===== config.mk =====
export PLATFORM = sky130hd
export DESIGN_NAME = cache_level
export DESIGN_NICKNAME = d
export VERILOG_FILES = /design/src/rtl/cache_model.sv
export SDC_FILE = /design/constraint.sdc
export NUM_CORES = 1
export LEC_CHECK = 0
export ABC_AREA = 1
export CAP_MARGIN = 15
export CORE_MARGIN = 2
export CORE_UTILIZATION = 40
export DETAILED_ROUTE_END_ITERATION = 10
export PLACE_DENSITY = 0.68
export SLEW_MARGIN = 20
export SYNTH_ARGS = -nofsm -noshare
export SYNTH_HDL_FRONTEND = slang
export SYNTH_SLANG_ARGS = --single-unit
export TNS_END_PERCENT = 5

===== constraint.sdc =====
create_clock -name clk -period 2.7 [get_ports clk]
set_input_delay 0.405 -clock clk [delete_from_list [all_inputs] [get_ports clk]]
set_output_delay 0.405 -clock clk [all_outputs]
set_load 0.1 [all_outputs]

===== src/rtl/cache_model.sv =====
// Two-level write-through cache model: a 2-line L1 and an 8-line L2, both
// direct-mapped with 2-word lines, in front of a 256x32 backing memory.
// Every non-reset cycle is one access; lookup is combinational and all
// state (fills, writes, counters) changes on the following rising edge.

// One direct-mapped cache level; the line count is 2**INDEX_W and the tag is
// whatever is left of the 8-bit word address above index and offset.
module cache_level #(
    parameter int INDEX_W = 1
) (
    input  logic        clk,
    input  logic        rst,
    input  logic [7:0]  address,
    input  logic        write_en,
    input  logic [31:0] write_data,
    input  logic        fill_en,
    input  logic [63:0] fill_line,
    output logic        hit,
    output logic [63:0] rd_line
);
    localparam int LINES = 1 << INDEX_W;
    localparam int TAG_W = 7 - INDEX_W;

    logic [INDEX_W-1:0] index;
    logic [TAG_W-1:0]   tag;
    logic [31:0]        cachemem_q [LINES][2];
    logic [31:0]        cachemem_d [LINES][2];
    logic [TAG_W-1:0]   tags_q [LINES];
    logic [TAG_W-1:0]   tags_d [LINES];
    logic [LINES-1:0]   valid_q;
    logic [LINES-1:0]   valid_d;

    assign index   = address[INDEX_W:1];
    assign tag     = address[7:INDEX_W+1];
    assign hit     = valid_q[index] && (tags_q[index] == tag);
    assign rd_line = {cachemem_q[index][1], cachemem_q[index][0]};

    // Next state: a fill replaces the whole line unconditionally; a write
    // only touches the addressed word when the line is already resident.
    always_comb begin
        cachemem_d = cachemem_q;
        tags_d     = tags_q;
        valid_d    = valid_q;
        if (fill_en) begin
            cachemem_d[index][0] = fill_line[31:0];
            cachemem_d[index][1] = fill_line[63:32];
            tags_d[index]        = tag;
            valid_d[index]       = 1'b1;
        end else if (write_en && hit) begin
            cachemem_d[index][address[0]] = write_data;
        end
    end

    // Storage registers; only the valid bits need clearing on reset.
    always_ff @(posedge clk) begin
        cachemem_q <= cachemem_d;
        tags_q     <= tags_d;
        if (rst) begin
            valid_q <= '0;
        end else begin
            valid_q <= valid_d;
        end
    end
endmodule



==> results.txt <==
The flow ran to the end, and the final reports show no timing, DRC or antenna violations. The initial antenna violation count came out at 0. The number of flops mapped to enable cells by yosys is 140.

The cell sitting at the root of the clock tree is a clkbuf_16. Summed over all instances, the cell type with the most area after synthesis is edfxtp_1. The worst path arrival time came out at 1.81 ns.

The wire length after detailed routing came out at 19.18 mm. The placed cell count came out at 1057. The proportion of synthesized flip-flops having asynchronous set or reset came out at 0.

Once detail routing completed, the nets flagged for antenna violations numbered 0. In the final routed layout, each cell accounts on average for approximately 18 um. The shortest clock period the worst path allows after layout came out at 2.215 ns. The worst-case headroom to the max-slew limit came out at 0.5926. The slew at the pin closest to its max-slew limit came out at between 0.6 and 0.7 ns. The number of buffers between clock root and the deepest sink came out at 2. The number of global-route vias before repair is 5703. The tightest min-delay check is of the reg2reg type.

In the finished design, the share of the clock period the worst path needs comes to 0.8204. The achievable clock frequency came out at 0.4515 GHz. Setup repair after global routing left no endpoint under its margin. The net total in the final layout came out at approximately 960. The share of the yosys chip area belonging to registers came out at 0.6346. The total global routing track utilization came out at 0.2203. The total leakage power is 4.211 nW. The power per unit of standard cell area came out at 615.1 nW/um^2.

The number of nets in the synthesized netlist is 794. Traced cell by cell, the critical path runs through buf_2 > inv_2 > buf_4 > nand2_1 > nand2_1 > buf_12. The count of final setup violators is 0. The area share of the leading cell type in the synthesized netlist came out at 0.6286. The ratio of cells with drive above 1 in the final layout came out at 0.1404.

STA classifies the critical path startpoint as an input port. The via count came out at around 5600. The hold buffer count at CTS came out at 0. The I/O pin total is roughly 170.

The synthesized netlist occupies a cell area of 6688 um^2. The effective utilization at floorplan is 0.4062. The area enclosed by the die boundary is ~18000 um^2. The number of max-capacitance violations reported came out at 0. TritonCTS built the clock tree. STA puts the critical path data required time at roughly 2.3 ns. The floorplan step set the die height to 133.3 um. In the synthesized netlist, the cells that appear most often are nand2_1 (263), edfxtp_1 (140), o22ai_1 (128).

Input and output buffers added on the ports amount to 172. Relative to the synthesized area, the layout overhead comes to 48.48%. The filler cells instantiated in the layout total 1367. Counting stages on the worst path, the most repeated cell is nand2_1.

The wire length of the first global-routing pass is 29.77 mm. Among all cell types in the netlist, the one instantiated most often is nand2_1. The per-cell via count in the routed design came out at 5.159. Entering global routing, the biggest net connects 54 pins. The netlist uses 17 different library cells. The horizontal die dimension is 133.3 um. The non-filler instance count after layout came out at about 1100. Hold is met by 0.4852 ns. Between clock sinks in the finished design, the worst skew comes to about 0.0050 ns. By area the synthesized netlist is led by edfxtp_1 (63%), nand2_1 (15%), o22ai_1 (12%). At the later pin of the worst-skew pair, clock insertion delay measures 0.42 ns.

The worst-case IR drop observed on VDD is 0.4161 mV. The count of cells resized by post-cts repair is 0. The number of rows in the core area came out at 47. The final weighted congestion in routability-driven placement came out at 0.7883. The total global routing overflow is 0. The number of inserted diodes came out at 0.

The average footprint of a synthesized cell came out at 9.749 um^2. The CTS sink count came out at 142. The slowest stage of the critical path is the buf_4 cell. The number of setup buffers added after CTS is 0. After legalization and detailed placement, the total HPWL measured about 13 mm.

The clock edge transition at the registers on the reported setup and hold paths is 0.06 ns. The initial detailed-routing violation count came out at around 450. The instance count of the mapped netlist came out at 686.

The clock buffer count from CTS came out at 17. The number of DRC violations after detailed routing is 0. The worst setup path is captured at an output port. The count of final max-slew check failures was 0. The H-tree was split into 4 levels. The final number of hold-violating endpoints came out at 0. The first-pass iteration count of the detailed router came out at 5. The largest stage delay on the critical path is 0.53 ns. The maximum net fanout on the critical path came out at 53. The prevailing post-synth register cell is edfxtp_1. The critical setup path kind is in2out. During synthesis, Yosys emitted a total of 0 warnings. The number of register bits inferred by synthesis came out at 142.

The total area inside the core boundary comes to about 16000 um^2.
worst max-delay path: cells and delay by family:
kind	cells	cell delay, ns
and+or+nand+nor	2	0.30
buffers and inverters	4	1.08
registers in the layout, indices dropped and copies added, names as in the netlist:
name        flops
cachemem_q    128
tags_q         12
valid_q         2
layer usage:
metal | routed length (um) | global-route usage | vias up
li1 | - | - | 2703
met1 | 7531 | 0.2747 | 2602
met5 | 0 | 0 | -
met2 | 9449 | 0.3651 | 281
met4 | 429 | 0.09161 | 0
met3 | 1768 | 0.05822 | 32
area by class of cell:
class                           instances  area [um^2]  area share
Sequential cell                       142         4244      0.4274
Timing Repair Buffer                  196         2610      0.2629
Multi-Input combinational cell        414         1918      0.1932
Clock buffer                           21        440.4     0.04435
Inverter                               85        319.1     0.03213
Tap cell                              220        275.3     0.02772
Clock inverter                         11        122.6     0.01235
report_power, final:
part | switching (mW) | leakage, nW | total (mW) | internal, mW
Clock | 0.834 | 0.274 | 2.26 | 1.43
Combinational | 0.817 | 2.50 | 1.30 | 0.478
Sequential | 0.0194 | 1.43 | 2.55 | 2.53
Total | 1.67 | 4.21 | 6.11 | 4.44
final timing paths:
| path | slack [ns] | startpoint | depth (start not counted) | endpoint |
|---|---|---|---|---|
| setup / recovery | 0.48 | address[1] | 6 | rd_line[31] |
| hold / removal | 0.49 | valid_q[1]$_SDFFE_PP0P_ | 2 | valid_q[1]$_SDFFE_PP0P_ |
| setup reg to reg | 0.80 | tags_q[4]$_DFFE_PP_ | 10 | cachemem_q[25]$_DFFE_PP_ |
| hold reg to reg | 0.49 | valid_q[1]$_SDFFE_PP0P_ | 2 | valid_q[1]$_SDFFE_PP0P_ |
kinds of logic after synthesis:
| logic type | share of synthesized area |
|---|---|
| AOI/OAI and AO/OA | 0.1218 |
| buffers and inverters | 0.08082 |
| DFF | 0.6346 |
| and+or+nand+nor | 0.1628 |
through the flow:
stage	util	worst slack, ns	power [mW]	TNS, ns	cell area (um^2)
after global routing	0.6030	0.3524	6.298	0	9930
after floorplan	-	-0.08296	3.326	-10.62	6688
after detailed placement	0.5688	0.3080	3.889	0	9366
after CTS	0.6030	0.4855	6.131	0	9930
final	0.6030	0.4850	6.108	0	9930
after global placement	0.5688	0.3391	3.879	0	9366
cell usage in the layout (no fill, tap or decap):
cell type,count
nand2_2,6
o21ai_2,1
buf_12,70
edfxtp_1,140
buf_4,19
clkbuf_16,17
dfxtp_1,2
clkinv_1,6
nor2_4,1
buf_2,1
nor2_1,10
clkinv_2,2
a21oi_1,1
clkdlybuf4s50_1,106
inv_2,2
nand3_1,9
inv_1,83
o22ai_1,128
nand2_1,257
bufinv_16,3
nand3b_1,1
clkbuf_1,4
Power figures use the tool's default switching activity.
